[config.mk]
export PLATFORM = sky130hd
export DESIGN_NAME = vga_frame_reader
export DESIGN_NICKNAME = d
export VERILOG_FILES = /design/src/rtl/vga_frame_reader.sv
export SDC_FILE = /design/constraint.sdc
export NUM_CORES = 1
export LEC_CHECK = 0
export ABC_CLOCK_PERIOD_IN_PS = 2000
export CAP_MARGIN = 40
export CORE_UTILIZATION = 52
export CTS_CLUSTER_SIZE = 12
export DETAILED_ROUTE_END_ITERATION = 7
export PLACE_DENSITY = 0.79
export SETUP_SLACK_MARGIN = 0.1
export SYNTH_ARGS = -nofsm -noshare
export SYNTH_HDL_FRONTEND = slang
export SYNTH_SLANG_ARGS = --single-unit
[constraint.sdc]
create_clock -name pclk -period 2 [get_ports pclk]
set_input_delay 0.5 -clock pclk [delete_from_list [all_inputs] [get_ports pclk]]
set_output_delay 0.5 -clock pclk [all_outputs]
set_load 0.005 [all_outputs]
[src/rtl/vga_frame_reader.sv]
// vga_frame_reader: scans a linear frame buffer and drives 640x480@60 VGA
// timing (800x525 total). A registered read address walks the buffer
// without a multiplier. A two-stage output pipeline keeps colour, video_on
// and the syncs aligned with the synchronous RAM's one-cycle read latency.
module vga_frame_reader #(
  parameter int H_ACTIVE = 640,
  parameter int V_ACTIVE = 480
) (
  input  logic        pclk,
  input  logic        rst_n,
  input  logic        en,
  output logic [18:0] rd_addr,
  input  logic [11:0] rd_data,
  output logic [3:0]  vga_r,
  output logic [3:0]  vga_g,
  output logic [3:0]  vga_b,
  output logic        hsync,
  output logic        vsync,
  output logic        video_on,
  output logic        frame_start
);

  // Porch and sync widths are fixed; only the active area is parameterised.
  localparam int H_TOTAL = H_ACTIVE + 160;
  localparam int V_TOTAL = V_ACTIVE + 45;
  localparam int HW      = $clog2(H_TOTAL);
  localparam int VW      = $clog2(V_TOTAL);

  localparam logic [HW-1:0] H_LAST    = HW'(H_TOTAL - 1);
  localparam logic [HW-1:0] H_ACT     = HW'(H_ACTIVE);
  localparam logic [HW-1:0] H_SYNC_LO = HW'(H_ACTIVE + 16);
  localparam logic [HW-1:0] H_SYNC_HI = HW'(H_ACTIVE + 111);
  localparam logic [HW-1:0] H_ONE     = HW'(1);
  localparam logic [VW-1:0] V_LAST    = VW'(V_TOTAL - 1);
  localparam logic [VW-1:0] V_ACT     = VW'(V_ACTIVE);
  localparam logic [VW-1:0] V_SYNC_LO = VW'(V_ACTIVE + 10);
  localparam logic [VW-1:0] V_SYNC_HI = VW'(V_ACTIVE + 11);
  localparam logic [VW-1:0] V_ONE     = VW'(1);
  localparam logic [18:0]   LAST_ADDR = 19'(H_ACTIVE * V_ACTIVE - 1);

  logic [HW-1:0] h_cnt_q, h_cnt_d;
  logic [VW-1:0] v_cnt_q, v_cnt_d;
  logic [18:0]   rd_addr_q, rd_addr_d;
  logic          frame_start_q, frame_start_d;
  logic          act1_q, act1_d;
  logic          hs1_q, hs1_d;
  logic          vs1_q, vs1_d;
  logic          video_on_q, video_on_d;
  logic          hsync_q, hsync_d;
  logic          vsync_q, vsync_d;
  logic [11:0]   rgb_q, rgb_d;

  logic          h_end_s;
  logic          v_end_s;
  logic          active_s;
  logic          hsync_s;
  logic          vsync_s;

  // Counter-stage decode: line/frame end, visible area and raw sync levels.
  always_comb begin
    h_end_s  = (h_cnt_q == H_LAST);
    v_end_s  = (v_cnt_q == V_LAST);
    active_s = (h_cnt_q < H_ACT) && (v_cnt_q < V_ACT);
    hsync_s  = !((h_cnt_q >= H_SYNC_LO) && (h_cnt_q <= H_SYNC_HI));
    vsync_s  = !((v_cnt_q >= V_SYNC_LO) && (v_cnt_q <= V_SYNC_HI));
  end

  // Next state for the raster counters and the frame-start pulse.
  always_comb begin
    h_cnt_d       = h_cnt_q;
    v_cnt_d       = v_cnt_q;
    frame_start_d = 1'b0;
    if (h_end_s) begin
      h_cnt_d = '0;
      if (v_end_s) begin
        v_cnt_d       = '0;
        frame_start_d = 1'b1;
      end else begin
        v_cnt_d = v_cnt_q + V_ONE;
      end
    end else begin
      h_cnt_d = h_cnt_q + H_ONE;
    end
  end

  // Read address: steps once per visible pixel, parks on the last pixel
  // through the bottom blanking and restarts at 0 with the new frame.
  always_comb begin
    rd_addr_d = rd_addr_q;
    if (h_end_s && v_end_s) begin
      rd_addr_d = '0;
    end else if (active_s && (rd_addr_q != LAST_ADDR)) begin
      rd_addr_d = rd_addr_q + 19'd1;
    end else begin
      rd_addr_d = rd_addr_q;
    end
  end

  // Output pipeline: stage 1 waits out the RAM latency, stage 2 gates colour.
  always_comb begin
    act1_d     = active_s;
    hs1_d      = hsync_s;
    vs1_d      = vsync_s;
    video_on_d = act1_q;
    hsync_d    = hs1_q;
    vsync_d    = vs1_q;
    rgb_d      = 12'h000;
    if (act1_q && en) begin
      rgb_d = rd_data;
    end else begin
      rgb_d = 12'h000;
    end
  end

  // State registers; syncs idle high (inactive) under reset.
  always_ff @(posedge pclk or negedge rst_n) begin
    if (!rst_n) begin
      h_cnt_q       <= '0;
      v_cnt_q       <= '0;
      rd_addr_q     <= 19'd0;
      frame_start_q <= 1'b0;
      act1_q        <= 1'b0;
      hs1_q         <= 1'b1;
      vs1_q         <= 1'b1;
      video_on_q    <= 1'b0;
      hsync_q       <= 1'b1;
      vsync_q       <= 1'b1;
      rgb_q         <= 12'h000;
    end else begin
      h_cnt_q       <= h_cnt_d;
      v_cnt_q       <= v_cnt_d;
      rd_addr_q     <= rd_addr_d;
      frame_start_q <= frame_start_d;
      act1_q        <= act1_d;
      hs1_q         <= hs1_d;
      vs1_q         <= vs1_d;
      video_on_q    <= video_on_d;
      hsync_q       <= hsync_d;
      vsync_q       <= vsync_d;
      rgb_q         <= rgb_d;
    end
  end

  assign rd_addr             = rd_addr_q;
  assign frame_start         = frame_start_q;
  assign video_on            = video_on_q;
  assign hsync               = hsync_q;
  assign vsync               = vsync_q;
  assign {vga_r, vga_g, vga_b} = rgb_q;

endmodule

==> results of run 1 <==
[routing by layer]
metal / global-route usage / part of all wire
met3: 0.0480 / 0.047
met4: 0.103 / 0.021
met1: 0.285 / 0.46
met2: 0.335 / 0.47
met5: 0 / 0
[metrics by stage]
step	cell area [um^2]	cells	util	worst slack [ns]
floorplan	2650	247	-	0.208
global placement	3270	367	0.678	0.181
detailed placement	3270	367	0.678	0.108
CTS	3450	383	0.717	0.101
global route	3540	387	0.734	0.0833
finish	3540	387	0.734	0.162
[timing repair]
action / in CTS / in global routing
resized for setup: 0 / 11
setup buffers: 0 / 4
setup endpoints to repair: 0 / 14
[cells by family (layout without fill, tap and decap cells)]
logic type / Yosys count / count (layout) / share of synthesized area
flops: 58 / 58 / 0.550
compound gates: 37 / 37 / 0.0873
fa+ha+maj: 5 / 5 / 0.0236
simple gates: 115 / 115 / 0.251
mux: 4 / 4 / 0.0175
buf+inv: 15 / 88 / 0.0279
xor+xnor: 13 / 13 / 0.0430
[placed cells by master (no fill, tap or decap), types with 2 or more instances in the layout]
master and count:
sky130_fd_sc_hd__buf_4 11, sky130_fd_sc_hd__xnor2_1 6, sky130_fd_sc_hd__a21oi_1 7, sky130_fd_sc_hd__nand4_1 10, sky130_fd_sc_hd__o21ai_0 16, sky130_fd_sc_hd__xor2_1 7, sky130_fd_sc_hd__inv_1 9, sky130_fd_sc_hd__nor3_4 2
sky130_fd_sc_hd__clkbuf_8 9, sky130_fd_sc_hd__dfrtp_1 52, sky130_fd_sc_hd__mux2i_1 2, sky130_fd_sc_hd__o31ai_1 3, sky130_fd_sc_hd__ha_1 3, sky130_fd_sc_hd__and3_1 15, sky130_fd_sc_hd__nand2b_1 2, sky130_fd_sc_hd__nand2_1 19
sky130_fd_sc_hd__clkdlybuf4s50_1 48, sky130_fd_sc_hd__or3_1 7, sky130_fd_sc_hd__nor2_1 17, sky130_fd_sc_hd__nor3_1 11, sky130_fd_sc_hd__ha_2 2, sky130_fd_sc_hd__nand3_1 19, sky130_fd_sc_hd__buf_12 2, sky130_fd_sc_hd__o211ai_1 2
sky130_fd_sc_hd__dfstp_2 4, sky130_fd_sc_hd__dfrtp_2 2, sky130_fd_sc_hd__clkinv_2 4
[final timing paths]
| check | end | cells after the start |
|---|---|---|
| worst min register to register | hsync | 0 |
| worst max register to register | rd_addr[6] | 6 |
| min in group pclk | hsync | 0 |
| worst min-delay path | rd_addr[16] | 1 |
| max in group asynchronous | hs1_q | 2 |
| worst max-delay path | vsync | 1 |
[state kept, by name (all words and copies together) (netlist names), 10 cells and up]
register	count
rgb_q	12
h_cnt_q	10
v_cnt_q	10
rd_addr	19
[final cells by class]
type	instances	area (um^2)
Clock buffer	10	128
Clock inverter	6	57.6
Fill cell	364	1280
Inverter	10	42.5
Multi-Input combinational cell	174	1160
Sequential cell	58	1460
Tap cell	67	83.8
Timing Repair Buffer	62	608
[where the power goes]
part	switching [mW]	total (mW)	internal, mW	leakage [nW]
Sequential	0.00266	1.19	1.19	0.741
Combinational	0.0356	0.0884	0.0528	0.781
Clock	0.441	1.01	0.566	0.0958
Total	0.480	2.28	1.80	1.62
==> metrics, run 1 <==
status=complete, no violations; number of nets produced by synthesis=~270; top cell type by total area after synthesis=sky130_fd_sc_hd__dfrtp_1; drt drc=0; gate count after technology mapping=roughly 250; global-route wire length before repair=approximately 8700 um; share of post-route cells with drive strength above 1=0.175; global-route congestion overflow total=0; time the final worst path needs with I/O delays and setup=~1.8 ns; sort of element at the end of the critical path=primary output; worst slew margin relative to its limit=0.675; 1st-iter DRT viols=between 80 and 90; Final period util=0.919; maximum vdd drop=approximately 0.00036 V; detailed placement HPWL=roughly 3700 um; unrepaired setup endpoints after global routing=true; most frequent cell after synthesis=sky130_fd_sc_hd__dfrtp_1; per-cell routed wire length=between 10 and 15 um; post-layout total power=2.28 mW; worst reg2reg setup slack=0.16 ns; proportion of synthesized flip-flops having asynchronous set or reset=1.00; number of placement rows=25; final-layout worst hold slack=roughly 0.13 ns; floorplan die width=roughly 73 um; Fmax achieved=about 0.54 GHz; signal arrival time at the worst endpoint=roughly 1.3 ns; maximum number of pins on one net before global-route repair=38; critical path's largest stage delay=approximately 0.52 ns; Synth top cells by count=54 x sky130_fd_sc_hd__dfrtp_1, 20 x sky130_fd_sc_hd__nand2_1, 19 x sky130_fd_sc_hd__nand3_1, 17 x sky130_fd_sc_hd__nor2_1, 16 x sky130_fd_sc_hd__o21ai_0; last weighted congestion value of the routability-driven placer=0.855; number of antenna cells inserted=0; P per Cell Area=roughly 650 nW/um^2; final setup vio count=0; area overhead of the layout relative to synthesis=33.4%; Root Buffer Master=sky130_fd_sc_hd__clkbuf_8; Static Leak=between 1.5 and 2 nW; critical path buffer and inverter count=1; Critical Path Fanout Max=1; Total Die Area=roughly 5400 um^2; Clk pin slew, worst setup/hold paths=0.07 ns; TritonCTS clock tree=yes; number of clock sinks=58; proportion of netlist area held by the largest area contributor=0.510; starting density of the core=0.550; Worst Path Class, Setup=flip-flop to primary output; average via count per standard cell=5.39; number of enable-type register cells in the synthesized netlist=0; number of unique standard cell types used by synthesis=47; number of nets in the layout=approximately 340; iteration count of the initial detailed-routing pass=4; via count=between 2,000 and 2,500; FF+latch count, synth=58; Max Cap Viol=0; top cells by area, synth=sky130_fd_sc_hd__dfrtp_1 51%, sky130_fd_sc_hd__dfstp_2 4.0%, sky130_fd_sc_hd__nand3_1 3.6%; number of buffers inserted by port buffering=slightly below 50; placeable core region=between 4000 and 5000 um^2; yosys synthesis warning count=0; total clock buffers created by CTS=9; origin of the worst setup path=vsync; initial antenna violation count=0; floorplan die height=around 73 um; number of hold-slack violations in the final timing report=0; number of buffers inserted for hold repair after clock tree synthesis=0; setup clock skew after layout=just under 0.007 ns; DRT antenna net count=0; Critical R2R Launch=rd_addr[0]; overall routed net length=between 5000 and 6000 um; number of H-tree levels=3; Overall Global Routing Usage=0.215; max-slew violation count=0; Post-Syn Area per Cell=roughly 11 um^2; source-to-sink clock delay at the later pin of the worst-skew pair=between 0.3 and 0.4 ns; Worst-Margin Slew=0.487 ns; Post-Synthesis Cell Area=roughly 2700 um^2; library cell contributing the largest single delay on the critical path=sky130_fd_sc_hd__dfstp_2; CP Launch Type=flip-flop; Critical Path RT=about 1.5 ns; commonest register cell after synthesis=sky130_fd_sc_hd__dfrtp_1; top-level port count=50; number of global-route vias before repair=a little under 2,000; Final TNS setup=0 ns; Critical Path, Cell by Cell=clkdlybuf4s50_1; sequential area share after synthesis=0.550; buffers from clock root to sink, at most=2; Hold Crit Class=input pin to asynchronous set/reset pin; gate family responsible for the most delay along the worst path=flip-flops
Power figures use the tool's default switching activity.
==> run 2, diff against run 1 <==
CTS_CLUSTER_DIAMETER = 80   (was default)
PLACE_DENSITY = 0.82   (was 0.79)
==> run 2 against run 1 <==
Effect of this change: count of clock-buffer cells in the layout is 4 higher; cell count fell by 0.52%; utilization shrank 0.36 points; combinational power barely moved.
==> metrics, run 2 (synthesized netlist as in run 1, its figures left out) <==
P per Cell Area=about 640 nW/um^2; signal arrival time at the worst endpoint=about 1.3 ns; number of buffers inserted by port buffering=slightly below 50; sort of element at the end of the critical path=primary output; gate family responsible for the most delay along the worst path=buffers and inverters; global-route congestion overflow total=0; max-slew violation count=0; Root Buffer Master=sky130_fd_sc_hd__clkbuf_8; number of clock sinks=between 50 and 60; final cell count without fillers=~390; Max Cap Viol=0; Hold Crit Class=input pin to asynchronous set/reset pin; flip-flop count of the largest register, all copies and words added=19; area overhead of the layout relative to synthesis=32.8%; top-level port count=50; source-to-sink clock delay at the later pin of the worst-skew pair=around 0.34 ns; Critical Path Fanout Max=8; status=complete, no violations; final design utilization=0.730; Static Leak=1.60 nW; number of hold-slack violations in the final timing report=0; average via count per standard cell=approximately 5.5; drt drc=0; floorplan die width=~73 um; Clk pin slew, worst setup/hold paths=0.07 ns; Critical Path RT=around 1.5 ns; critical path's largest stage delay=roughly 0.55 ns; DRT antenna net count=0; via count=2,121; Worst Path Class, Setup=flip-flop to primary output; time the final worst path needs with I/O delays and setup=roughly 1.8 ns; CP Launch Type=flip-flop; number of nets in the layout=about 330; Overall Global Routing Usage=0.229; initial antenna violation count=0; number of placement rows=25; most frequent cells in the layout=52 x sky130_fd_sc_hd__dfrtp_1, 48 x sky130_fd_sc_hd__clkdlybuf4s50_1, 19 x sky130_fd_sc_hd__nand3_1, 19 x sky130_fd_sc_hd__nand2_1, 17 x sky130_fd_sc_hd__nor2_1; TritonCTS clock tree=yes; maximum number of pins on one net before global-route repair=59; Placed Cells incl. Taps=363; starting density of the core=0.550; clock share of power=0.433; placeable core region=4820 um^2; number of antenna cells inserted=0; global-route wire length before repair=a little over 9000 um; Sw Pwr=0.468 mW; detailed placement HPWL=3670 um; most common library cell in the layout ignoring fill and taps=sky130_fd_sc_hd__dfrtp_1; Critical Path, Cell by Cell=clkdlybuf4s50_1; floorplan die height=73.4 um; setup clock skew after layout=0.00802 ns; total clock buffers created by CTS=9; combinational power share=0.039; per-cell routed wire length=approximately 15 um; final setup vio count=0; Total Die Area=about 5400 um^2; worst slew margin relative to its limit=0.736; last weighted congestion value of the routability-driven placer=0.865; library cell contributing the largest single delay on the critical path=sky130_fd_sc_hd__clkdlybuf4s50_1; Final TNS setup=0 ns; Fmax achieved=0.543 GHz; number of global-route vias before repair=2,148; unrepaired setup endpoints after global routing=false; iteration count of the initial detailed-routing pass=5; number of H-tree levels=3; critical path buffer and inverter count=1; Worst-Margin Slew=slightly below 0.4 ns; switching portion of total power=0.207; maximum vdd drop=roughly 0.00042 V; portion of total power attributed to sequential cells=0.527; 1st-iter DRT viols=between 100 and 150; share of post-route cells with drive strength above 1=0.167; Final period util=0.922; overall routed net length=~5700 um; buffers from clock root to sink, at most=2; Internal Pwr Total=between 1.5 and 2 mW
[run 2: final timing paths]
check | cells after the start | startpoint | endpoint | slack, ns
max reg2reg | 6 | rd_addr[0] | rd_addr[6] | 0.18
max | 1 | rd_addr[9] | rd_addr[9] | 0.16
max in group asynchronous | 2 | rst_n | vsync | 1.55
min | 2 | rst_n | rd_addr[0] | 0.16
min reg2reg | 0 | vs1_q | vsync | 0.36
min in group pclk | 0 | vs1_q | vsync | 0.36
[run 2: per-layer routing]
| metal | share of wire | GRT usage |
|---|---|---|
| met5 | 0 | 0 |
| met1 | 0.43 | 0.261 |
| met3 | 0.064 | 0.0713 |
| met2 | 0.48 | 0.367 |
| met4 | 0.027 | 0.158 |
[run 2: repair_timing]
action,in CTS,in global routing
pin swaps,0,4
endpoints found under the setup margin,1,16
resized for setup,1,12
hold buffers,0,0
buffers inserted,0,6
[run 2: area by class of cell]
cell class                 count  area, um^2
clock buffer                  14         173
multi-input combinational    174        1170
timing repair buffer          60         581
fill                         356        1300
inverter                      10        45.0
clock inverter                 2        10.0
sequential                    58        1460
tap                           67        83.8
[run 2: through the flow]
step                hold slack, ns  worst slack [ns]  instance area, um^2  power, mW
floorplan                    0.204             0.208                 2650       1.22
global placement             0.346             0.181                 3240       1.30
CTS                          0.171             0.105                 3420       2.28
detailed placement           0.349             0.116                 3240       1.30
global route                 0.184            0.0852                 3520       2.34
finish                       0.165             0.157                 3520       2.25
[run 2: power groups by stage]
stage	Sequential (mW)	Clock, mW	Combinational, mW
3_3_place_gp	1.21	0	0.0900
5_1_grt	1.19	1.05	0.0999
3_5_place_dp	1.21	0	0.0907
6_report	1.19	0.977	0.0887
2_1_floorplan	1.21	0	0.00971
4_1_cts	1.19	1.00	0.0911
==> run 3, diff against run 2 <==
CELL_PAD_IN_SITES_DETAIL_PLACEMENT = 1   (was default)
CELL_PAD_IN_SITES_GLOBAL_PLACEMENT = 1   (was default)
CORE_UTILIZATION = 40   (was 52)
PLACE_DENSITY = 0.81   (was 0.82)
TNS_END_PERCENT = 5   (was default)
==> run 3 against run 2 <==
Effect of this change: non-clock buffer count up 3; first-iteration DRC count down 56%; maximum frequency down 3.6%; count of clock-buffer cells in the layout down 3; sequential power about the same; critical endpoint is now rd_addr[4]; largest cell class unchanged.
==> metrics, run 3 (synthesized netlist as in run 1, its figures left out) <==
worst slew margin relative to its limit=0.638; total clock buffers created by CTS=9; library cell contributing the largest single delay on the critical path=sky130_fd_sc_hd__or3_1; number of global-route vias before repair=approximately 2,200; initial antenna violation count=0; number of clock sinks=58; time the final worst path needs with I/O delays and setup=around 1.9 ns; Critical Path Fanout Max=6; number of hold-slack violations in the final timing report=0; number of buffers inserted by port buffering=just under 50; final design utilization=0.568; top-level port count=50; Static Leak=roughly 1.7 nW; worst-case reg-to-reg path depth=7; placeable core region=approximately 6400 um^2; number of nets in the layout=roughly 340; Max Cap Viol=0; Fmax achieved=between 0.5 and 0.6 GHz; number of antenna cells inserted=0; signal arrival time at the worst endpoint=2.15 ns; Final TNS setup=0 ns; critical path's largest stage delay=between 0.4 and 0.5 ns; TritonCTS clock tree=yes; overall routed net length=~7000 um; status=complete, no violations; maximum number of pins on one net before global-route repair=22; number of placement rows=29; global-route wire length before repair=between 10,000 and 15,000 um; Worst Path Class, Setup=flip-flop to flip-flop; most frequent cells in the layout=54 x sky130_fd_sc_hd__dfrtp_1, 48 x sky130_fd_sc_hd__clkdlybuf4s50_1, 19 x sky130_fd_sc_hd__nand3_1, 19 x sky130_fd_sc_hd__nand2_1, 17 x sky130_fd_sc_hd__nor2_1; Final period util=0.956; Worst-Margin Slew=around 0.54 ns; origin of the worst setup path=rd_addr[0]; worst reg2reg setup slack=just under 0.09 ns; Clk pin slew, worst setup/hold paths=0.07 ns; 1st-iter DRT viols=54; iteration count of the initial detailed-routing pass=4; endpoint of the worst-slack reg-to-reg timing path=rd_addr[4]; Total Die Area=just under 7000 um^2; Critical Path, Cell by Cell=ha_1, nand2_2, or3_1, o21ai_4, buf_4, o211ai_1, o31ai_1; detailed placement HPWL=4610 um; Overall Global Routing Usage=0.207; flip-flop count of the largest register, all copies and words added=19; number of H-tree levels=3; setup clock skew after layout=0.00442 ns; floorplan die width=between 80 and 90 um; Hold Crit Class=input pin to asynchronous set/reset pin; share of post-route cells with drive strength above 1=0.165; average via count per standard cell=between 5 and 6; Critical Path RT=between 2 and 2.5 ns; starting density of the core=0.415; unrepaired setup endpoints after global routing=true; source-to-sink clock delay at the later pin of the worst-skew pair=roughly 0.33 ns; maximum vdd drop=0.000381 V; Area after DPL=~3300 um^2; floorplan die height=approximately 83 um; critical path buffer and inverter count=1; DRT antenna net count=0; final setup vio count=0; P per Cell Area=756 nW/um^2; drt drc=0; final std cell area, no fill=around 3600 um^2; area overhead of the layout relative to synthesis=36.8%; via count=around 2,200; Critical R2R Launch=rd_addr[0]; global-route congestion overflow total=0; sort of element at the end of the critical path=flip-flop; per-cell routed wire length=between 15 and 20 um; most common library cell in the layout ignoring fill and taps=sky130_fd_sc_hd__dfrtp_1; CP Launch Type=flip-flop; buffers from clock root to sink, at most=2; max-slew violation count=0; gate family responsible for the most delay along the worst path=simple AND/OR/NAND/NOR gates; last weighted congestion value of the routability-driven placer=0.811; Root Buffer Master=sky130_fd_sc_hd__clkbuf_8
[run 3: power breakdown]
part	switching [mW]	internal [mW]	total, mW
sequential	0.00360	1.19	1.19
combinational	0.0386	0.0566	0.0952
clock	0.469	0.986	1.46
[run 3: layout make-up]
type / instances / area [um^2]
repair buffers: 63 / 616
clock inverters: 5 / 125
clock buffers: 11 / 141
well taps: 77 / 96.3
flip-flops and latches: 58 / 1460
fillers: 682 / 2760
inverters: 10 / 42.5
multi-input cells: 174 / 1150
[run 3: timing repair]
action / 4_1_cts / 5_1_grt
pin swaps: 0 / 3
setup buffers: 0 / 2
endpoints found under the setup margin: 5 / 18
hold buffers: 0 / 0
gates resized for setup: 0 / 5
[run 3: worst max-delay path by stage]
| stage | to | slack, ns | cells after the start |
|---|---|---|---|
| 6_report | rd_addr[4] | 0.09 | 7 |
| 4_1_cts | rd_addr[3] | 0.08 | 6 |
| 3_5_place_dp | v_cnt_q[7] | 0.13 | 6 |
| 3_3_place_gp | v_cnt_q[9] | 0.20 | 7 |
| 2_1_floorplan | v_cnt_q[9] | 0.21 | 8 |
| 5_1_grt | rd_addr[4] | 0.01 | 7 |
[run 3: through the flow]
| stage | setup slack, ns | hold WS, ns | power [mW] | instances |
|---|---|---|---|---|
| after detailed placement | 0.129 | 0.347 | 1.31 | 380 |
| after floorplan | 0.208 | 0.204 | 1.22 | 247 |
| after global placement | 0.202 | 0.346 | 1.31 | 380 |
| after CTS | 0.0773 | 0.152 | 2.78 | 396 |
| after global routing | 0.0148 | 0.166 | 2.84 | 398 |
| final | 0.0872 | 0.146 | 2.74 | 398 |
[run 3: per-layer routing]
metal,up-vias,global-route usage,wire [um]
met3,11,0.0457,207
met5,-,0,0
met4,0,0.0862,126
met2,44,0.352,3460
li1,1022,-,-
met1,1093,0.255,3020
